`config.mk`:
```
export PLATFORM = sky130hd
export DESIGN_NAME = xor_target_sweeper
export DESIGN_NICKNAME = d
export VERILOG_FILES = /design/src/rtl/xor_sweep_pkg.sv /design/src/rtl/sync_2ff.sv /design/src/rtl/xor_target_sweeper.sv
export SDC_FILE = /design/constraint.sdc
export NUM_CORES = 1
export LEC_CHECK = 0
export BUFFER_PORTS_ARGS = -buffer_cell sky130_fd_sc_hd__buf_4
export CAP_MARGIN = 20
export CORE_ASPECT_RATIO = 1.25
export CORE_UTILIZATION = 47
export CTS_CLUSTER_DIAMETER = 120
export CTS_CLUSTER_SIZE = 20
export DETAILED_ROUTE_END_ITERATION = 10
export GPL_ROUTABILITY_DRIVEN = 0
export GPL_TIMING_DRIVEN = 0
export PLACE_DENSITY_LB_ADDON = 0.3
export SLEW_MARGIN = 15
export SYNTH_ARGS = -nofsm -noshare
export SYNTH_HDL_FRONTEND = slang
export SYNTH_HIERARCHICAL = 1
export SYNTH_SLANG_ARGS = --single-unit
```
`constraint.sdc`:
```
create_clock -name clk -period 2.8 [get_ports clk]
set_input_delay 0.28 -clock clk [delete_from_list [all_inputs] [get_ports clk]]
set_output_delay 0.28 -clock clk [all_outputs]
set_load 0.01 [all_outputs]
```
`src/rtl/xor_sweep_pkg.sv`:
```
// Shared types and constants for the XOR target sweeper.
// Optional locate mode is built when XOR_SWEEP_LOCATE_EN is defined.
package xor_sweep_pkg;

   localparam int PAT_W        = 5;
   localparam int NUM_PATTERNS = 32;

   localparam logic [PAT_W-1:0] LAST_PAT = PAT_W'(NUM_PATTERNS - 1);

   typedef enum logic [1:0] {
      ST_IDLE,
      ST_SETTLE,
      ST_DWELL,
      ST_LOCATE
   } sweep_state_e;

   function automatic logic parity(input logic [PAT_W-1:0] a);
      return ^a;
   endfunction

endpackage

```
`src/rtl/sync_2ff.sv`:
```
// Two-flop synchronizer for the asynchronous target output.
// Both stages reset to 0.
module sync_2ff (
   input  logic clk,
   input  logic resetn,
   input  logic d,
   output logic q
);

   logic meta;

   always_ff @(posedge clk or negedge resetn) begin
      if (!resetn) begin
         meta <= 1'b0;
         q    <= 1'b0;
      end else begin
         meta <= d;
         q    <= meta;
      end
   end

endmodule

```
`src/rtl/xor_target_sweeper.sv`:
```
// Steps the XOR target through all input patterns and checks parity.
// Define XOR_SWEEP_LOCATE_EN to build the free-running locate mode.
module xor_target_sweeper
   import xor_sweep_pkg::*;
#(
   parameter int SETTLE_CYCLES = 8,
   parameter int DWELL_CYCLES  = 1024,
   parameter int CNT_W         = 16
) (
   input  logic             clk,
   input  logic             resetn,
   input  logic             start,
   input  logic             stop,
   input  logic             loop,
   input  logic             mode,
   input  logic             q,
   output logic [PAT_W-1:0] a_out,
   output logic             osc_en,
   output logic             busy,
   output logic             done,
   output logic             fault_valid,
   input  logic             fault_ready,
   output logic [PAT_W-1:0] fault_pattern,
   output logic [CNT_W-1:0] fault_cycle,
   output logic [CNT_W-1:0] fault_count,
   output logic             overflow
);

   localparam int PH_MAX =
      (SETTLE_CYCLES > DWELL_CYCLES) ? SETTLE_CYCLES : DWELL_CYCLES;
   localparam int PH_W = $clog2(PH_MAX + 1);

   localparam logic [PH_W-1:0] SETTLE_LAST = PH_W'(SETTLE_CYCLES - 1);
   localparam logic [PH_W-1:0] DWELL_LAST  = PH_W'(DWELL_CYCLES - 1);

   sweep_state_e     state_q;
   sweep_state_e     state_d;
   logic [PH_W-1:0]  phase_q;
   logic [PH_W-1:0]  phase_d;
   logic [PAT_W-1:0] pat_q;
   logic [PAT_W-1:0] pat_d;
   logic             done_d;

   logic q_sync;
   logic go_sweep;
   logic go_locate;
   logic settle_end;
   logic dwell_end;
   logic last_pat;
   logic mismatch;
   logic rec_clear;
   logic rec_load;
   logic rec_drop;
   logic rec_accept;
   logic cnt_full;

   sync_2ff u_sync (
      .clk    (clk),
      .resetn (resetn),
      .d      (q),
      .q      (q_sync)
   );

`ifdef XOR_SWEEP_LOCATE_EN
   assign go_locate = start & mode;
`else
   logic mode_unused;
   assign mode_unused = mode;
   assign go_locate   = 1'b0;
`endif

   assign go_sweep   = start & ~go_locate;
   assign settle_end = (phase_q == SETTLE_LAST);
   assign dwell_end  = (phase_q == DWELL_LAST);
   assign last_pat   = (pat_q == LAST_PAT);

   always_comb begin
      state_d = state_q;
      phase_d = phase_q;
      pat_d   = pat_q;
      done_d  = 1'b0;
      unique case (state_q)
         ST_IDLE: begin
            pat_d   = '0;
            phase_d = '0;
            if (go_locate) begin
               state_d = ST_LOCATE;
            end else if (go_sweep) begin
               state_d = ST_SETTLE;
            end
         end
         ST_SETTLE: begin
            if (settle_end) begin
               phase_d = '0;
               state_d = ST_DWELL;
            end else begin
               phase_d = phase_q + 1'b1;
            end
         end
         ST_DWELL: begin
            if (dwell_end) begin
               phase_d = '0;
               pat_d   = pat_q + 1'b1;
               state_d = ST_SETTLE;
               if (last_pat) begin
                  done_d = 1'b1;
                  if (!loop) state_d = ST_IDLE;
               end
            end else begin
               phase_d = phase_q + 1'b1;
            end
         end
         ST_LOCATE: begin
            pat_d   = '0;
            phase_d = '0;
         end
         default: begin
            state_d = ST_IDLE;
         end
      endcase
      // stop overrides everything, including a same-cycle start
      if (stop) begin
         state_d = ST_IDLE;
         phase_d = '0;
         pat_d   = '0;
         done_d  = 1'b0;
      end
   end

   always_ff @(posedge clk or negedge resetn) begin
      if (!resetn) begin
         state_q <= ST_IDLE;
         phase_q <= '0;
         pat_q   <= '0;
         done    <= 1'b0;
      end else begin
         state_q <= state_d;
         phase_q <= phase_d;
         pat_q   <= pat_d;
         done    <= done_d;
      end
   end

   assign mismatch = (state_q == ST_DWELL) & (q_sync != parity(pat_q));

   assign rec_clear  = (state_q == ST_IDLE) & go_sweep & ~stop;
   assign rec_load   = mismatch & (~fault_valid | fault_ready);
   assign rec_drop   = mismatch & fault_valid & ~fault_ready;
   assign rec_accept = ~mismatch & fault_valid & fault_ready & ~rec_clear;
   assign cnt_full   = &fault_count;

   always_ff @(posedge clk or negedge resetn) begin
      if (!resetn) begin
         fault_valid   <= 1'b0;
         fault_pattern <= '0;
         fault_cycle   <= '0;
         overflow      <= 1'b0;
      end else begin
         unique case (1'b1)
            rec_clear: begin
               fault_valid <= 1'b0;
               overflow    <= 1'b0;
            end
            rec_load: begin
               fault_valid   <= 1'b1;
               fault_pattern <= pat_q;
               fault_cycle   <= CNT_W'(phase_q);
            end
            rec_drop: begin
               overflow <= 1'b1;
            end
            rec_accept: begin
               fault_valid <= 1'b0;
            end
            default: begin
            end
         endcase
      end
   end

   always_ff @(posedge clk or negedge resetn) begin
      if (!resetn) begin
         fault_count <= '0;
      end else if (rec_clear) begin
         fault_count <= '0;
      end else if (mismatch && !cnt_full) begin
         fault_count <= fault_count + 1'b1;
      end
   end

   assign a_out = pat_q;
   assign busy  = (state_q != ST_IDLE);

`ifdef XOR_SWEEP_LOCATE_EN
   assign osc_en = (state_q == ST_LOCATE);
`else
   assign osc_en = 1'b0;
`endif

endmodule

```
==> Word-level counts from Yosys, hierarchy flattened <==
Index checks and enable logic that the tools add are counted.
W data, S select, Z words.
{ "totals": {"ff_bits": 55, "inputBits": 8, "out_inout_bits": 47, "word_cells": 76} }
{ "op_classes": {"n_addsub": 3, "n_eq_ne": 10, "n_mux": 22, "bitwise": 15, "reduce_logical": 15} }
{ "ops": {"columns": ["op", "count"], "rows": [
  ["$mux W11", 3],
  ["$pmux W11 S3", 1],
  ["$mux W16", 2],
  ["$add A16 B1 Y16 const B", 1],
  ["$reduce_and A16 Y1", 1],
  ["$add A11 B1 Y11 const B", 1],
  ["$eq A11 B10 Y1 const B", 1],
  ["$eq A11 B3 Y1 const B", 1],
  ["$mux W5", 2],
  ["$pmux W5 S2", 1],
  ["$and A1 B1 Y1", 9],
  ["$ne A3 B3 Y1 const B", 3],
  ["$mux W2", 4],
  ["$reduce_bool A2 Y1", 4],
  ["$mux W1", 6],
  ["$pmux W2 S3", 1],
  ["$add A5 B1 Y5 const B", 1],
  ["$eq A5 B5 Y1 const B", 1],
  ["$not A1 Y1", 5],
  ["$reduce_xor A5 Y1", 1],
  ["$eq A2 B2 Y1 const B", 2],
  ["$pmux W1 S2", 2],
  ["$reduce_and A4 Y1", 1],
  ["$reduce_bool A4 Y1", 1],
  ["other kinds (9)", 10]
]} }

==> Longest topological paths before layout <==
Gate-level depths: netlist (run 1).
{ "logic_depth": {"depth_word": 9, "mapped_depth": 8} }

==> Modules after synthesis <==
The synthesis (run 1) kept the hierarchy.
{ "modules_own_cells": {"columns": ["module", "n_inst", "cells_per_inst", "area_per_inst_um2", "seq_area_each_um2"], "rows": [
  ["xor_target_sweeper", 1, 268, 2800.2, 1326.3],
  ["sync_2ff", 1, 2, 50.0, 50.0]
]} }

==> Worst setup path after synthesis (run 1) <==
No wires, ideal clock.
{ "synth_path": {"path_kind": "flip-flop to flip-flop", "from": "register pat_q[0], in the netlist a_out[0]", "to": "register fault_count[14]", "setup_time_ns": 0.120, "t_arrival_ns": 2.193, "path_slack_ns": 0.487, "path_stages_with_launch": 7, "path_buffers": 0, "synth_period_minus_slack_ns": 2.313, "path_cell_list": "dfrtp_1 ha_1 xnor2_1 xnor2_4 nand4_2 or4b_1 o211a_1"} }
{ "synth_via": {"elab_chain_len": 5} }
{ "synth_rtl": {"columns": ["element", "line_no", "rtl"], "rows": [
  ["from (decl)", "xor_target_sweeper.sv:40", "logic [PAT_W-1:0] pat_q;"],
  ["from (signal assigned)", "xor_target_sweeper.sv:139", "pat_q <= pat_d;"],
  ["$reduce_xor A5 Y1", "xor_sweep_pkg.sv:18", "return ^a;"],
  ["$ne A1 B1 Y1", "xor_target_sweeper.sv:144", "assign mismatch = (state_q == ST_DWELL) & (q_sync != parity(pat_q));"],
  ["$and A1 B1 Y1", "xor_target_sweeper.sv:144", null],
  ["$logic_and A1 B1 Y1", "xor_target_sweeper.sv:186", "end else if (mismatch && !cnt_full) begin"],
  ["$reduce_bool A2 Y1 (no line)", null, null],
  ["to (signal assigned)", "xor_target_sweeper.sv:187", "fault_count <= fault_count + 1'b1;"],
  ["to (decl)", "xor_target_sweeper.sv:25", "output logic [CNT_W-1:0] fault_count,"]
]} }
No other way between the ends.
A chain may end at the register's enable or synchronous reset.

==> Worst setup path in the final report (run 1) <==
Ends and elaborated chain as after synthesis.

==> results of run 1 <==
## stage by stage
stage / hold slack [ps] / cells / instance area (sq um)
after floorplan: -15.6 / 275 / 2870
after global placement: 342 / 388 / 3300
after detailed placement: 339 / 388 / 3300
after CTS: 28.0 / 395 / 3390
after global routing: 52.3 / 395 / 3390
final: -2.44 / 395 / 3390
## cells in the mapped netlist (2+ instances only)
cell and instances:
xor2_1 9, mux2_2 18, ha_1 9, inv_1 6, a32oi_1 2, nand2_1 18
dfrtp_1 55, and3_1 3, o21ai_0 12, nand3_1 10, nor3_1 3, buf_4 7
and2_1 2, or3_1 5, a22oi_1 2, xnor2_1 7, and4b_1 2, or4_1 5
nand4_1 10, a21oi_1 9, o31ai_1 2, clkbuf_1 4, nand2b_1 3, nor2b_1 3
nor2_1 40
## layer usage
metal  global-route usage  share of wire  up-vias
met5                    0              0        -
met4               0.0570         0.0084        0
met3               0.0417          0.044        5
met2                0.359           0.52       50
met1                0.245           0.43     1060
li1                     -              -     1070
## critical path: stages, from the launching register on
cell     delay (ps)
dfrtp_1         480
ha_1            360
xnor2_1         470
xnor2_4         230
nand4_2         220
or4b_1          500
o211a_1         140
## power by group through the flow
stage               registers, uW  logic [uW]  clock network, uW
floorplan                     865         211                  0
global placement              865         325                  0
detailed placement            865         330                  0
CTS                           850         330                462
global route                  855         379                489
finish                        849         328                442
## final timing paths
path | slack [ps] | start | to | depth (start not counted)
min in group clk | 80 | q | u_sync/meta | 1
worst max-delay path | 290 | a_out[0] | fault_count[14] | 6
worst min-delay path | -2 | resetn | fault_count[10] | 1
max in group asynchronous | 2330 | resetn | a_out[2] | 1
worst max register to register | 290 | a_out[0] | fault_count[14] | 6
worst min register to register | 360 | u_sync/meta | u_sync/q | 0
## area by class of cell
class	count	area, sq um
Clock buffer	6	82.6
Timing Repair Buffer	47	353
Sequential cell	55	1380
Clock inverter	1	5.00
Fill cell	520	2430
Multi-Input combinational cell	202	1400
Inverter	7	26.3
Buffer	11	67.6
Tap cell	66	82.6
## sequential cells by signal, indices dropped and copies added (netlist names)
register,count
done,1
u_sync/meta,1
fault_pattern,5
overflow,1
fault_valid,1
fault_count,16
state_q,2
phase_q,11
fault_cycle,11
u_sync/q,1
a_out,5
## logic make-up after synthesis
| family | count (synthesis) |
|---|---|
| other | 1 |
| xor gates and xnor gates | 18 |
| and+or+nand+nor | 113 |
| DFF | 55 |
| buffers and inverters | 18 |
| muxes | 19 |
| adders and majority gates | 9 |
| AOI/OAI and AO/OA | 37 |
==> flow_summary_export.csv, run 1 <==
group,metric,value,unit
pwr,power.share.switching,0.298,
cts,cts_resized,0,
logic_synthesis,synth_simple_gate_area_frac,0.217,
sta,finalSetupViolations,0,
finish,antenna_cells,0,
route,avgViaCountPerCell,5.53,
die,die_y,89.1,microns
critical_path,critPathLaunchType,"flip-flop",
sta,min_period_over_period,0.898,
die,coreArea,0.00582,sq mm
logic_synthesis,synthXorXnorAreaFrac,0.0645,
job,drv_cap,0,
die,num_rows,31,
critical_path,end_kind,"flip-flop",
logic_synthesis,synth_top_cell_by_area,"dfrtp_1",
sta,fin_ws,285,ps
pwr,seq_power_share,0.524,
cts,tritoncts,"yes",
logic_synthesis,synthesis.area,0.00285,sq mm
cts,htreeDepth,2,
finish,drive_gt1_frac,0.283,
route,wirelength,5710,microns
route,wl_per_cell,14.4,microns
grt,grt_pass1_wl,9820,microns
sta,slew_headroom,0.543,
sta,hold_slack,-2.44,ps
place,place_ws,294,ps
cts,post-cts-setup-buffer-count,0,
pwr,p_clk_frac,0.273,
sta,max_freq,0.398,GHz
die,die_w,71.7,microns
cts,clock_latency,300,ps
grt,grt_overflow,0,
critical_path,path_class,"flip-flop to flip-flop",
pwr,ir_drop,0.000308,V
logic_synthesis,ys_types,49,
logic_synthesis,synthArstFlopShare,1.00,
sta,fin_worst_skew,3.56,ps
logic_synthesis,synth_top_area_share,0.483,
logic_synthesis,synthMuxAreaShare,0.0746,
logic_synthesis,yosysWarningCount,6,
sta,hold_viol,3,
grt,grt_pass1_vias,2050,
finish,final_common_cell,"dfrtp_1",
logic_synthesis,syn_area_per_cell,10.6,sq um
pwr,power.internal,1140,uW
die,io_pins,55,
cts,clock-sinks,55,
hold_path,hp-class,"primary input to asynchronous set/reset pin",
route,antenna_left,0,
finish,areaGrowthSynthToFinish,19.0,%
sta,fin_crit,2510,ps
pwr,power.leakage,0.00164,uW
finish,final_nets,346,
sta,worst_slew_pin_slew,686,ps
grt,antenna_found_initial,0,
cts,cts_root_buffer,"clkbuf_8",
logic_synthesis,synth_edf_count,0,
logic_synthesis,synth-compound-area-share,0.0869,
cts,clockBufferDepth,2,
critical_path,worstPathArrival,2710,ps
pwr,combPwrFrac,0.202,
critical_path,critPathMaxFanout,9,
run_status,violations,"negative hold slack",
pwr,p_per_area,477,mW/mm^2
place,port_buffers,47,
logic_synthesis,synthCells,270,
run_status,status,"finished with violations",
logic_synthesis,synth-seq-cells,55,
place,dp_hpwl,4140,microns
grt,track_usage,0.200,
logic_synthesis,synth_top_family_by_area,"simple AND/OR/NAND/NOR gates",
logic_synthesis,synth_adder_area_share,0.0395,
cts,cts.reportedPaths.clkPinSlew,90,ps
route,vias,2185,
sta,rsz0062_at_grt,"false",
die,start_util,0.490,
cts,postCtsHoldBufs,0,
pwr,p_sw,483,uW
cts,numCtsBuffers,5,
pwr,finalPower,1620,uW
route,first_iter_violations,83,
route,drc_errors,0,
logic_synthesis,ys.flop_type,"dfrtp_1",
sta,tns,0,ps
grt,grt_max_degree,56,
die,dieArea,0.00638,sq mm
logic_synthesis,synth.area.top_cells,"dfrtp_1 (48%), mux2_2 (7.1%), nor2_1 (5.3%)",
logic_synthesis,yosysSeqAreaShare,0.483,
finish,most-common-layout-cells,"dfrtp_1 (55), buf_4 (54), nor2_1 (40)",
critical_path,crit_required,2990,ps
sta,slew_violations,0,
route,first_pass_iters,4,
finish,final_core_util,0.583,
Note: power is estimated with default switching activity, not from simulation.
==> inputs of run 2 (changes only) <==
==> constraint.sdc (replaced) <==
create_clock -name clk -period 2.34 [get_ports clk]
set_input_delay 0.234 -clock clk [delete_from_list [all_inputs] [get_ports clk]]
set_output_delay 0.234 -clock clk [all_outputs]
set_load 0.01 [all_outputs]
==> flow_summary_export.csv, run 2 (synthesis results as in run 1) <==
group,metric,value,unit
run_status,status,"finished, final reports clean",
place,place_ws,-166,ps
finish,regMostFlops,"fault_count",
critical_path,reg2reg_to,"fault_count[14]",
route,first_iter_violations,70,
finish,drive_gt1_frac,0.298,
route,wl_per_cell,14.5,microns
finish,final_core_util,0.591,
finish,areaGrowthSynthToFinish,20.7,%
route,drc_errors,0,
cts,clock_latency,300,ps
sta,fin_ws,59.8,ps
route,antenna_left,0,
cts,htreeDepth,2,
die,io_pins,55,
critical_path,crit_required,2540,ps
hold_path,hold_end,"u_sync/meta",
critical_path,path_class,"flip-flop to flip-flop",
finish,final_nets,349,
place,dp_cells,388,
grt,grtUsageMet1,0.245,
cts,cts.reportedPaths.clkPinSlew,90,ps
sta,min_period_over_period,0.974,
die,die_w,71.7,microns
die,start_util,0.490,
route,vias,2190,
sta,slew_violations,0,
finish,finish.instance_area,0.00344,sq mm
critical_path,end_kind,"flip-flop",
pwr,finalPower,1940,uW
grt,track_usage,0.202,
place,port_buffers,47,
critical_path,ff2ff_setup_slack,60,ps
sta,fin_crit,2280,ps
grt,grt_pass1_vias,2062,
cts,tritoncts,"yes",
hold_path,hp-class,"primary input to flip-flop",
cts,clock-sinks,55,
grt,grt_max_degree,56,
pwr,p_per_area,563,mW/mm^2
sta,slew_headroom,0.561,
finish,stdcell_count,398,
job,drv_cap,0,
place,dp_hpwl,4140,microns
cts,cts_root_buffer,"clkbuf_8",
pwr,power.leakage,0.00166,uW
sta,fin_worst_skew,4.17,ps
sta,rsz0062_at_grt,"true",
die,num_rows,31,
sta,max_freq,0.439,GHz
grt,grt_busiest_layer,"met2",
sta,hold_viol,0,
cts,clockBufferDepth,2,
grt,grt_overflow,0,
critical_path,r2r_cells,6,
sta,worst_slew_pin_slew,659,ps
finish,largest_reg_flops,16,
grt,antenna_found_initial,0,
pwr,ir_drop,0.000363,V
finish,antenna_cells,0,
finish,most-common-layout-cells,"buf_4 (56), dfrtp_1 (54), nor2_1 (40)",
critical_path,worstReg2RegStart,"a_out[2]",
die,dieArea,0.00638,sq mm
finish,final_common_cell,"buf_4",
hold_path,hold_path_startpoint,"q",
route,first_pass_iters,4,
sta,finalSetupViolations,0,
grt,globalRouteMet2Util,0.364,
critical_path,critPathLaunchType,"flip-flop",
grt,grtUsageMet3,0.0417,
finish,top_regs,"fault_count x16, fault_cycle x11, phase_q x11",
finish,fillers,514,
hold_path,hold_depth,1,
critical_path,critPathMaxFanout,8,
place,dpl_cell_area,0.00330,sq mm
cts,numCtsBuffers,5,
grt,grt_pass1_wl,9910,microns
die,coreArea,0.00582,sq mm
die,die_y,89.1,microns
critical_path,worstPathArrival,2480,ps
route,avgViaCountPerCell,5.50,
route,wirelength,5750,microns
-- run 2: cell count changes in the layout (fill, tap and decap cells not counted), sizes merged --
cell and delta:
buf +2, dlygate4sd3 +1
-- run 2: how the worst max path moves through the flow --
stage / start / end / slack, ps / depth (start not counted)
finish: a_out[2] / fault_count[14] / 60 / 6
global route: a_out[2] / fault_count[14] / -30 / 6
CTS: a_out[0] / fault_count[14] / 1 / 6
detailed placement: a_out[0] / fault_count[14] / -170 / 6
global placement: a_out[0] / fault_count[14] / -120 / 6
floorplan: a_out[0] / fault_count[14] / 30 / 6
-- run 2: layer usage --
| metal | wire (microns) | vias to the layer above | part of all wire |
|---|---|---|---|
| li1 | - | 1077 | - |
| met1 | 2440 | 1055 | 0.42 |
| met2 | 2990 | 53 | 0.52 |
| met3 | 282 | 5 | 0.049 |
| met4 | 48 | 0 | 0.0083 |
| met5 | 0 | - | 0 |
-- run 2: timing repair --
item,4_1_cts,5_1_grt
gates resized for setup,2,4
pin swaps,1,2
endpoints found under the setup margin,18,23
hold buffers,1,0
hold endpoints to repair,55,0
setup buffers,2,0
-- run 2: area by class of cell --
cell class,instances,area [sq um],area share
inverter,7,26.3,0.00764
tap,66,82.6,0.0240
sequential,55,1380,0.400
multi-input combinational,202,1420,0.413
buffer,11,68.8,0.0200
clock buffer,6,82.6,0.0240
timing repair buffer,50,378,0.110
clock inverter,1,5.00,0.00145
-- run 2: where the power goes --
part / switching [uW] / leakage, uW / internal (uW)
Clock: 294 / 0.0000470 / 233
Combinational: 248 / 0.000849 / 147
Sequential: 32.5 / 0.000760 / 983
-- run 2: per-stage QoR --
stage,hold slack (ps),TNS (ps)
after CTS,18.4,0
after global routing,6.30,-203
after floorplan,-61.6,0
after global placement,324,-1430
final,30.9,0
after detailed placement,320,-2110
-- run 2: worst max-delay path: stages, from the launching register on --
cell and delay (ps):
dfrtp_1 470, ha_1 410, xnor2_4 190, xnor2_4 250
nand4_2 210, or4b_1 500, o211a_1 140
==> inputs of run 3 (changes only) <==
--- a/config.mk
+++ b/config.mk
@@ -8,7 +8,7 @@
 export BUFFER_PORTS_ARGS = -buffer_cell sky130_fd_sc_hd__buf_4
 export CAP_MARGIN = 20
 export CORE_ASPECT_RATIO = 1.25
-export CORE_UTILIZATION = 47
+export CORE_UTILIZATION = 29
 export CTS_CLUSTER_DIAMETER = 120
 export CTS_CLUSTER_SIZE = 20
 export DETAILED_ROUTE_END_ITERATION = 10
==> flow_summary_export.csv, run 3 (synthesis results as in run 1) <==
group,metric,value,unit
run_status,status,"finished with violations",
run_status,violations,"negative hold slack",
hold_path,hp-class,"primary input to asynchronous set/reset pin",
critical_path,crit_required,2530,ps
sta,fin_worst_skew,11.7,ps
die,die_y,113,microns
place,dp_hpwl,4580,microns
die,num_rows,40,
finish,antenna_cells,0,
pwr,power.leakage,0.00170,uW
route,wirelength,6510,microns
cts,cts.reportedPaths.clkPinSlew,80,ps
route,vias,2243,
route,wl_per_cell,14.1,microns
sta,max_freq,0.451,GHz
route,drc_errors,0,
grt,grt_max_degree,56,
finish,drive_gt1_frac,0.318,
cts,tritoncts,"yes",
grt,antenna_found_initial,0,
finish,top_regs,"fault_count x16, fault_cycle x11, phase_q x11",
die,dieArea,0.0102,sq mm
sta,finalSetupViolations,0,
route,wl_met1,2870,microns
critical_path,end_kind,"flip-flop",
sta,min_period_over_period,0.948,
finish,regMostFlops,"fault_count",
cts,postCtsHoldBufs,0,
route,avgViaCountPerCell,4.85,
grt,grt_pass1_wl,11000,microns
job,drv_cap,0,
cts,numCtsBuffers,5,
finish,final_nets,352,
sta,slew_headroom,0.525,
grt,track_usage,0.133,
sta,rsz0062_at_grt,"false",
die,die_w,90.7,microns
route,first_iter_violations,114,
sta,hold_slack,-11.7,ps
die,start_util,0.298,
critical_path,worstPathArrival,2410,ps
finish,final_common_cell,"buf_4",
cts,clock_latency,300,ps
cts,cts_root_buffer,"clkbuf_16",
sta,tns,0,ps
place,port_buffers,47,
die,coreArea,0.00956,sq mm
critical_path,path_class,"flip-flop to flip-flop",
sta,fin_crit,2220,ps
cts,clock-sinks,55,
sta,hold_viol,21,
critical_path,critPathLaunchType,"flip-flop",
pwr,finalPower,2230,uW
grt,grt_pass1_vias,2278,
sta,worst_slew_pin_slew,713,ps
cts,clockBufferDepth,2,
finish,areaGrowthSynthToFinish,27.5,%
cts,htreeDepth,2,
pwr,p_per_area,612,mW/mm^2
critical_path,critPathMaxFanout,8,
route,wl_met3,297,microns
route,first_pass_iters,4,
finish,final_core_util,0.380,
finish,most-common-layout-cells,"buf_4 (60), dfrtp_1 (53), nor2_1 (40)",
die,io_pins,55,
route,top_layer_used,"met4",
route,wl_met2,3190,microns
grt,grt_overflow,0,
sta,slew_violations,0,
finish,largest_reg_flops,16,
route,antenna_left,0,
pwr,ir_drop,0.000427,V
[run 3: changes by cell type in the layout (fill, tap and decap cells not counted)]
cell / delta
ha_4: +1
nand3_1: -1
ha_1: -1
dfrtp_1: -1
clkinv_8: +1
inv_6: +2
dlygate4sd3_1: -1
clkbuf_16: +5
buf_4: +4
nand3_4: +1
dfrtp_2: +1
clkbuf_8: -6
clkinv_2: -1
[run 3: final timing paths]
check / start / endpoint / slack (ps) / cells after the start
max: a_out[0] / fault_count[14] / 120 / 6
min: resetn / fault_count[12] / -10 / 1
max reg2reg: a_out[0] / fault_count[14] / 120 / 6
min reg2reg: u_sync/meta / u_sync/q / 360 / 0
max in group asynchronous: resetn / a_out[1] / 1840 / 1
min in group clk: q / u_sync/meta / 40 / 1
[run 3: critical path, stage by stage, from the launching register on]
cell	delay, ps
dfrtp_2	470
ha_2	350
xnor2_4	250
xnor2_4	190
nand4_2	210
or4b_1	500
o211a_1	130
[run 3: power by group]
part | internal, uW | switching [uW]
Clock | 415 | 379
Sequential | 983 | 32.1
Combinational | 152 | 264
Total | 1550 | 675
[run 3: layout make-up]
class,instances,area (sq um)
Multi-Input combinational cell,202,1450
Tap cell,126,158
Fill cell,961,5930
Sequential cell,55,1380
Clock inverter,3,33.8
Inverter,7,26.3
Clock buffer,5,125
Timing Repair Buffer,53,398
Buffer,11,68.8
[run 3: per-stage QoR]
stage / cells / worst slack (ps) / area [sq um]
5_1_grt: 462 / 1.44 / 3630
3_5_place_dp: 448 / -188 / 3380
4_1_cts: 458 / 9.63 / 3580
2_1_floorplan: 275 / 27.1 / 2870
6_report: 462 / 121 / 3630
3_3_place_gp: 448 / -138 / 3380
[run 3: metal layers]
metal | vias to the layer above | global-route usage
met1 | 1093 | 0.165
met2 | 61 | 0.227
met4 | 0 | 0.0462
met5 | - | 0
met3 | 15 | 0.0289
li1 | 1074 | -
[run 3: timing repair]
item                       4_1_cts  5_1_grt
gates resized for setup          4        6
setup buffers                    2        4
setup endpoints to repair       20       20
pin swaps                        1        2
